$ cat src/rtl/ram_loader_if.sv
// ram_loader_if: byte-stream handshake plus RAM write/readback bus of the program loader.
// master = loader side, slave = stream source / RAM side.
interface ram_loader_if #(
  parameter int ADDR_W = 3
);
  logic              start;
  logic [0:7]        byte_in;
  logic              byte_valid;
  logic              byte_ready;
  logic [0:15]       ram_data;
  logic              ram_load;
  logic [0:ADDR_W-1] ram_address;
  logic [0:15]       ram_out;
  logic              busy;
  logic              done;
  logic [0:15]       checksum;
  logic              verify_err;
  modport master (
    input  start, byte_in, byte_valid, ram_out,
    output byte_ready, ram_data, ram_load, ram_address, busy, done, checksum, verify_err
  );
  modport slave (
    output start, byte_in, byte_valid, ram_out,
    input  byte_ready, ram_data, ram_load, ram_address, busy, done, checksum, verify_err
  );
endinterface

$ cat src/rtl/ram_loader.sv
// ram_loader: packs byte pairs (high first) into words written to RAM from address 0, with running checksum.
// Optional RAM_LOADER_VERIFY_EN reads the RAM back and flags a readback-sum mismatch.
module ram_loader #(
  parameter int ADDR_W = 3,
  parameter int WORDS  = 8
) (
  input logic          clk,
  input logic          rst_n,
  ram_loader_if.master lb
);
`ifdef RAM_LOADER_VERIFY_EN
  typedef enum logic [2:0] {IDLE, RECV_HI, RECV_LO, WRITE, VERIFY, DONE} state_t;
  localparam int CNT_W = ADDR_W + 1;
  logic [CNT_W-1:0] vcnt_q, vcnt_d;
  logic [15:0]      rsum_q, rsum_d;
  logic             verr_q, verr_d;
`else
  typedef enum logic [2:0] {IDLE, RECV_HI, RECV_LO, WRITE, DONE} state_t;
`endif
  state_t            state_q, state_d;
  logic [ADDR_W-1:0] addr_q, addr_d;
  logic [15:0]       data_q, data_d;
  logic [15:0]       sum_q, sum_d;
  logic              done_q, done_d;
  logic              last;
  assign last = addr_q == ADDR_W'(WORDS - 1);
  always_comb begin
    state_d = state_q;
    addr_d  = addr_q;
    data_d  = data_q;
    sum_d   = sum_q;
    done_d  = done_q;
`ifdef RAM_LOADER_VERIFY_EN
    vcnt_d  = vcnt_q;
    rsum_d  = rsum_q;
    verr_d  = verr_q;
`endif
    case (state_q)
      IDLE, DONE: if (lb.start) begin
        state_d = RECV_HI;
        addr_d  = '0;
        sum_d   = '0;
        done_d  = 1'b0;
`ifdef RAM_LOADER_VERIFY_EN
        verr_d  = 1'b0;
`endif
      end
      RECV_HI: if (lb.byte_valid) begin
        data_d[15:8] = lb.byte_in;
        state_d      = RECV_LO;
      end
      RECV_LO: if (lb.byte_valid) begin
        data_d[7:0] = lb.byte_in;
        state_d     = WRITE;
      end
      WRITE: begin
        sum_d = sum_q + data_q;
        if (last) begin
`ifdef RAM_LOADER_VERIFY_EN
          state_d = VERIFY;
          addr_d  = '0;
          vcnt_d  = '0;
          rsum_d  = '0;
`else
          state_d = DONE;
          done_d  = 1'b1;
`endif
        end else begin
          addr_d  = addr_q + 1'b1;
          state_d = RECV_HI;
        end
      end
`ifdef RAM_LOADER_VERIFY_EN
      // address k is on the bus in cycle k; its data returns in cycle k+1
      VERIFY: begin
        vcnt_d = vcnt_q + 1'b1;
        addr_d = last ? addr_q : addr_q + 1'b1;
        rsum_d = vcnt_q != '0 ? rsum_q + lb.ram_out : rsum_q;
        if (vcnt_q == CNT_W'(WORDS)) begin
          verr_d  = rsum_d != sum_q;
          state_d = DONE;
          done_d  = 1'b1;
        end
      end
`endif
      default: state_d = IDLE;
    endcase
  end
  always_ff @(posedge clk or negedge rst_n) begin
    if (!rst_n) begin
      state_q <= IDLE;
      addr_q  <= '0;
      data_q  <= '0;
      sum_q   <= '0;
      done_q  <= 1'b0;
`ifdef RAM_LOADER_VERIFY_EN
      vcnt_q  <= '0;
      rsum_q  <= '0;
      verr_q  <= 1'b0;
`endif
    end else begin
      state_q <= state_d;
      addr_q  <= addr_d;
      data_q  <= data_d;
      sum_q   <= sum_d;
      done_q  <= done_d;
`ifdef RAM_LOADER_VERIFY_EN
      vcnt_q  <= vcnt_d;
      rsum_q  <= rsum_d;
      verr_q  <= verr_d;
`endif
    end
  end
  assign lb.byte_ready  = state_q == RECV_HI || state_q == RECV_LO;
  assign lb.busy        = state_q != IDLE && state_q != DONE;
  assign lb.ram_load    = state_q == WRITE;
  assign lb.ram_address = addr_q;
  assign lb.ram_data    = data_q;
  assign lb.checksum    = sum_q;
  assign lb.done        = done_q;
`ifdef RAM_LOADER_VERIFY_EN
  assign lb.verify_err  = verr_q;
`else
  assign lb.verify_err  = 1'b0;
`endif
endmodule

$ cat src/flat_wrapper.sv
// flat-port wrapper written by rule: the top's interface ports become plain ports
module ram_loader_flat 
#(
  parameter int ADDR_W = 3,
  parameter int WORDS  = 8
)
  (clk, rst_n, lb_start, lb_byte_in, lb_byte_valid, lb_ram_out, lb_byte_ready, lb_ram_data, lb_ram_load, lb_ram_address, lb_busy, lb_done, lb_checksum, lb_verify_err);
  ram_loader_if #(.ADDR_W(ADDR_W)) lb_i ();
  input logic clk;
  input logic rst_n;
  input wire logic [$bits(lb_i.start)-1:0] lb_start;
  input wire logic [$bits(lb_i.byte_in)-1:0] lb_byte_in;
  input wire logic [$bits(lb_i.byte_valid)-1:0] lb_byte_valid;
  input wire logic [$bits(lb_i.ram_out)-1:0] lb_ram_out;
  output wire logic [$bits(lb_i.byte_ready)-1:0] lb_byte_ready;
  output wire logic [$bits(lb_i.ram_data)-1:0] lb_ram_data;
  output wire logic [$bits(lb_i.ram_load)-1:0] lb_ram_load;
  output wire logic [$bits(lb_i.ram_address)-1:0] lb_ram_address;
  output wire logic [$bits(lb_i.busy)-1:0] lb_busy;
  output wire logic [$bits(lb_i.done)-1:0] lb_done;
  output wire logic [$bits(lb_i.checksum)-1:0] lb_checksum;
  output wire logic [$bits(lb_i.verify_err)-1:0] lb_verify_err;
  assign lb_i.start = lb_start;
  assign lb_i.byte_in = lb_byte_in;
  assign lb_i.byte_valid = lb_byte_valid;
  assign lb_i.ram_out = lb_ram_out;
  assign lb_byte_ready = lb_i.byte_ready;
  assign lb_ram_data = lb_i.ram_data;
  assign lb_ram_load = lb_i.ram_load;
  assign lb_ram_address = lb_i.ram_address;
  assign lb_busy = lb_i.busy;
  assign lb_done = lb_i.done;
  assign lb_checksum = lb_i.checksum;
  assign lb_verify_err = lb_i.verify_err;
  ram_loader #(.ADDR_W(ADDR_W), .WORDS(WORDS)) u_core (.clk(clk), .rst_n(rst_n), .lb(lb_i));
endmodule
$ cat config.mk
export PLATFORM = sky130hd
export DESIGN_NAME = ram_loader_flat
export DESIGN_NICKNAME = d
export VERILOG_FILES = /design/src/rtl/ram_loader_if.sv /design/src/rtl/ram_loader.sv /design/src/flat_wrapper.sv
export SDC_FILE = /design/constraint.sdc
export NUM_CORES = 1
export LEC_CHECK = 0
export CAP_MARGIN = 20
export CORE_MARGIN = 2
export CORE_UTILIZATION = 42
export CTS_CLUSTER_DIAMETER = 50
export CTS_CLUSTER_SIZE = 25
export DETAILED_ROUTE_END_ITERATION = 7
export PLACE_DENSITY = 0.77
export REMOVE_ABC_BUFFERS = 1
export SETUP_SLACK_MARGIN = 0.02
export SLEW_MARGIN = 20
export SYNTH_ARGS = -nofsm -noshare
export SYNTH_HDL_FRONTEND = slang
export SYNTH_SLANG_ARGS = --single-unit
$ cat constraint.sdc
create_clock -name clk -period 2.1 [get_ports clk]
set_input_delay 0.42 -clock clk [delete_from_list [all_inputs] [get_ports clk]]
set_output_delay 0.42 -clock clk [all_outputs]
set_load 0.05 [all_outputs]
==> summary.md <==
| Metric | Value |
|---|---|
| Max cap viols | 0 |
| Layout cells sized above 1 | 31.9% |
| Commonest cells in the synthesized netlist | dfrtp_1 (39), nand2_1 (28), ha_1 (17), mux2_2 (16), a21oi_1 (15) |
| Die Span X | 77.1 um |
| Fin. max-slew vios | 0 |
| Worst-Margin Slew | 508 ps |
| Iter 0 DRT Violations | 84 |
| Required time worst endpoint | 2290 ps |
| Fillers | 425 |
| Detail Placement HPWL | 4240 um |
| First-pass GRT wire length | 9420 um |
| Mean Syn Cell Area | 10.5 um^2 |
| Routing usage on met3 | 3.65% |
| Core Box Area | 5140 um^2 |
| Routed wire length | 5970 um |
| Global Route met1 Usage | 27.6% |
| Root buf cell | clkbuf_8 |
| R2r setup slk | -60 ps |
| Minimum clock period | 2160 ps |
| Most frequent cell after synthesis | dfrtp_1 |
| Total number of H-tree levels | 2 |
| Synth area leader | dfrtp_1 |
| Seq/Total Area, Yosys | 43.5% |
| Layout area overhead | 51.6% |
| Die H | 77.1 um |
| Violated checks | setup timing |
| Routed WL per cell | 15.6 um |
| Synth Flop Type | dfrtp_1 |
| Via count | 2013 |
| Post-layout nets | 358 |
| Arrival @ worst endpoint | 2350 ps |
| Fmax | 462 MHz |
| Die area | 5950 um^2 |
| Simple-gate portion of the synthesized area | 11.4% |
| Placed cell area | 3130 um^2 |
| Post-synthesis mux area share | 9.36% |
| Cells after Synth | 213 |
| Period utilization | 103% |
| Largest fanout on the critical path | 3 |
| Initial antenna violation count | 0 |
| Global route total overflow | 0 |
| Max Root-Sink Buffers | 2 |
| Worst hold path type | in2async |
| Slew HR | 66.0% |
| GRT busiest layer | met2 |
| Average vias per placed instance | 5.26 |
| Remaining DRCs | 0 |
| Gr usage total | 20.2% |
| Clock-pin slew of the registers on the worst-case setup and hold paths | 80 ps |
| Number of global-route vias before repair | 1943 |
| YS warnings | 0 |
| Later-pin clock latency in the skew report | 300 ps |
| Number of I/O port buffers | 50 |
| Post-synth EDFFs | 0 |
| Post-synth ARST share | 100% |
| Final Hold Viols | 0 |
| Number of setup violations in the final report | 2 |
| Synth cell types | 47 |
| Compound-cell area share of the yosys netlist | 18.7% |
| Final antenna-violating net count | 0 |
| Row cnt | 26 |
| Register bit total from synthesis | 39 |
| Diode count | 0 |
| Drt pass-1 iters | 4 |
| WS Path Type | reg2reg |
| Final setup margin | -64.0 ps |
| Top-area cell type share of the netlist area | 43.5% |
| CTS tree | done |
| R2r startpoint | u_core.lb.ram_data[8] |
| Synth area leaders | dfrtp_1 (43%), ha_1 (9.5%), mux2_2 (8.0%), nand2_1 (4.7%), a21oi_1 (3.3%) |
| CTS Buf Count | 5 |
| XOR/XNOR Fraction of Synth Area | 3.90% |
| Initial Util | 43.7% |
| Met2 Track Usage GR | 33.4% |
| Largest net degree at the start of global routing | 40 |
| Worst setup SP type | register |
| Clock Sink Count | 39 |
| Post-Route Skew | 6.81 ps |
| RSZ-0062 raised after global routing | yes |
| Reg2Reg Depth | 7 |
| Post-route cell area | 3400 um^2 |
| Crit. End Element | register |
| Reg-to-reg endpoint | u_core.lb.checksum[1] |
| Largest family of logic cells by synthesized area | compound AO/OA/AOI/OAI gates |
| Status | finished with violations |
| Final GP Congestion | 0.874 |
| Top Ports | 68 |
| Area of the mapped netlist | 2240 um^2 |
| Synth Area in Adders | 10.4% |
==> cell families (layout without fill, tap and decap cells) <==
group	after synthesis	in the layout
other	1	1
buffers and inverters	12	112
XOR/XNOR	10	10
AO/OA/AOI/OAI	63	63
multiplexers	19	19
flip-flops	39	39
AND/OR/NAND/NOR	51	51
adder cells (fa/ha/maj)	18	18
==> repair_timing <==
item / 4_1_cts / 5_1_grt
buffers inserted: 1 / 4
setup endpoints to repair: 6 / 13
pin swaps: 10 / 14
gates resized for setup: 13 / 17
hold buffers: 0 / 0
==> flip-flops by register name (all words and copies together) (netlist names) <==
signal	count
u_core.lb.done	1
u_core.lb.ram_address	3
u_core.lb.checksum	16
u_core.lb.ram_data	16
u_core.state_q	3
==> per-layer routing <==
layer | wire length [um] | vias to the layer above | part of all wire [%]
met3 | 275 | 9 | 4.6
met4 | 90 | 0 | 1.5
met1 | 2650 | 970 | 44
li1 | - | 982 | -
met2 | 2950 | 52 | 49
met5 | 0 | - | 0
==> cells in the final DEF (no fill, tap or decap), types with 6 or more instances in the layout <==
cell type and count:
buf_4 47, dfrtp_1 39, clkdlybuf4s50_1 38, nand2_1 28, mux2_2 16, a21oi_1 14, o21ai_0 12, ha_1 10
dlymetal6s2s_1 8, xor2_1 6, ha_4 6
==> metrics by stage <==
step | util (%) | setup WS (ps) | instances | TNS, ps | hold slack, ps
5_1_grt | 66.2 | -154 | 383 | -556 | 207
2_1_floorplan | - | -348 | 208 | -1140 | 124
3_3_place_gp | 60.9 | -135 | 370 | -266 | 494
6_report | 66.2 | -64.0 | 383 | -78.2 | 172
4_1_cts | 64.0 | -66.7 | 379 | -135 | 191
3_5_place_dp | 60.9 | -213 | 370 | -617 | 501
==> worst max path at each step <==
stage	endpoint	depth (start not counted)	slack (ps)	from
final	u_core.lb.checksum[1]	7	-60	u_core.lb.ram_data[8]
after global routing	u_core.lb.checksum[1]	9	-150	u_core.lb.checksum[15]
after CTS	u_core.lb.checksum[1]	9	-70	u_core.lb.ram_data[15]
after detailed placement	u_core.lb.checksum[1]	9	-210	u_core.lb.checksum[15]
after global placement	u_core.lb.checksum[1]	9	-130	u_core.lb.checksum[15]
after floorplan	u_core.lb.checksum[1]	7	-350	u_core.lb.ram_data[8]
==> worst max-delay path, cell delays in order (launching register included) <==
cell	delay, ps
dfrtp_1	440
ha_4	240
a21oi_2	140
o21ai_2	80
or3b_1	380
o211a_1	230
or3_1	300
a32o_1	250
==> final cells by class <==
class                   instances  area [um^2]  area share (%)
clock buffers                   6         72.6            2.13
inverters                       7         26.3           0.772
clock inverters                 2         12.5           0.368
well taps                      70         87.6            2.57
multi-input cells             162         1340            39.3
repair buffers                 97          890            26.1
flip-flops and latches         39          976            28.7
Power is not shown: default switching activity piles up to over one toggle a cycle in this logic, so the estimate is an artifact.
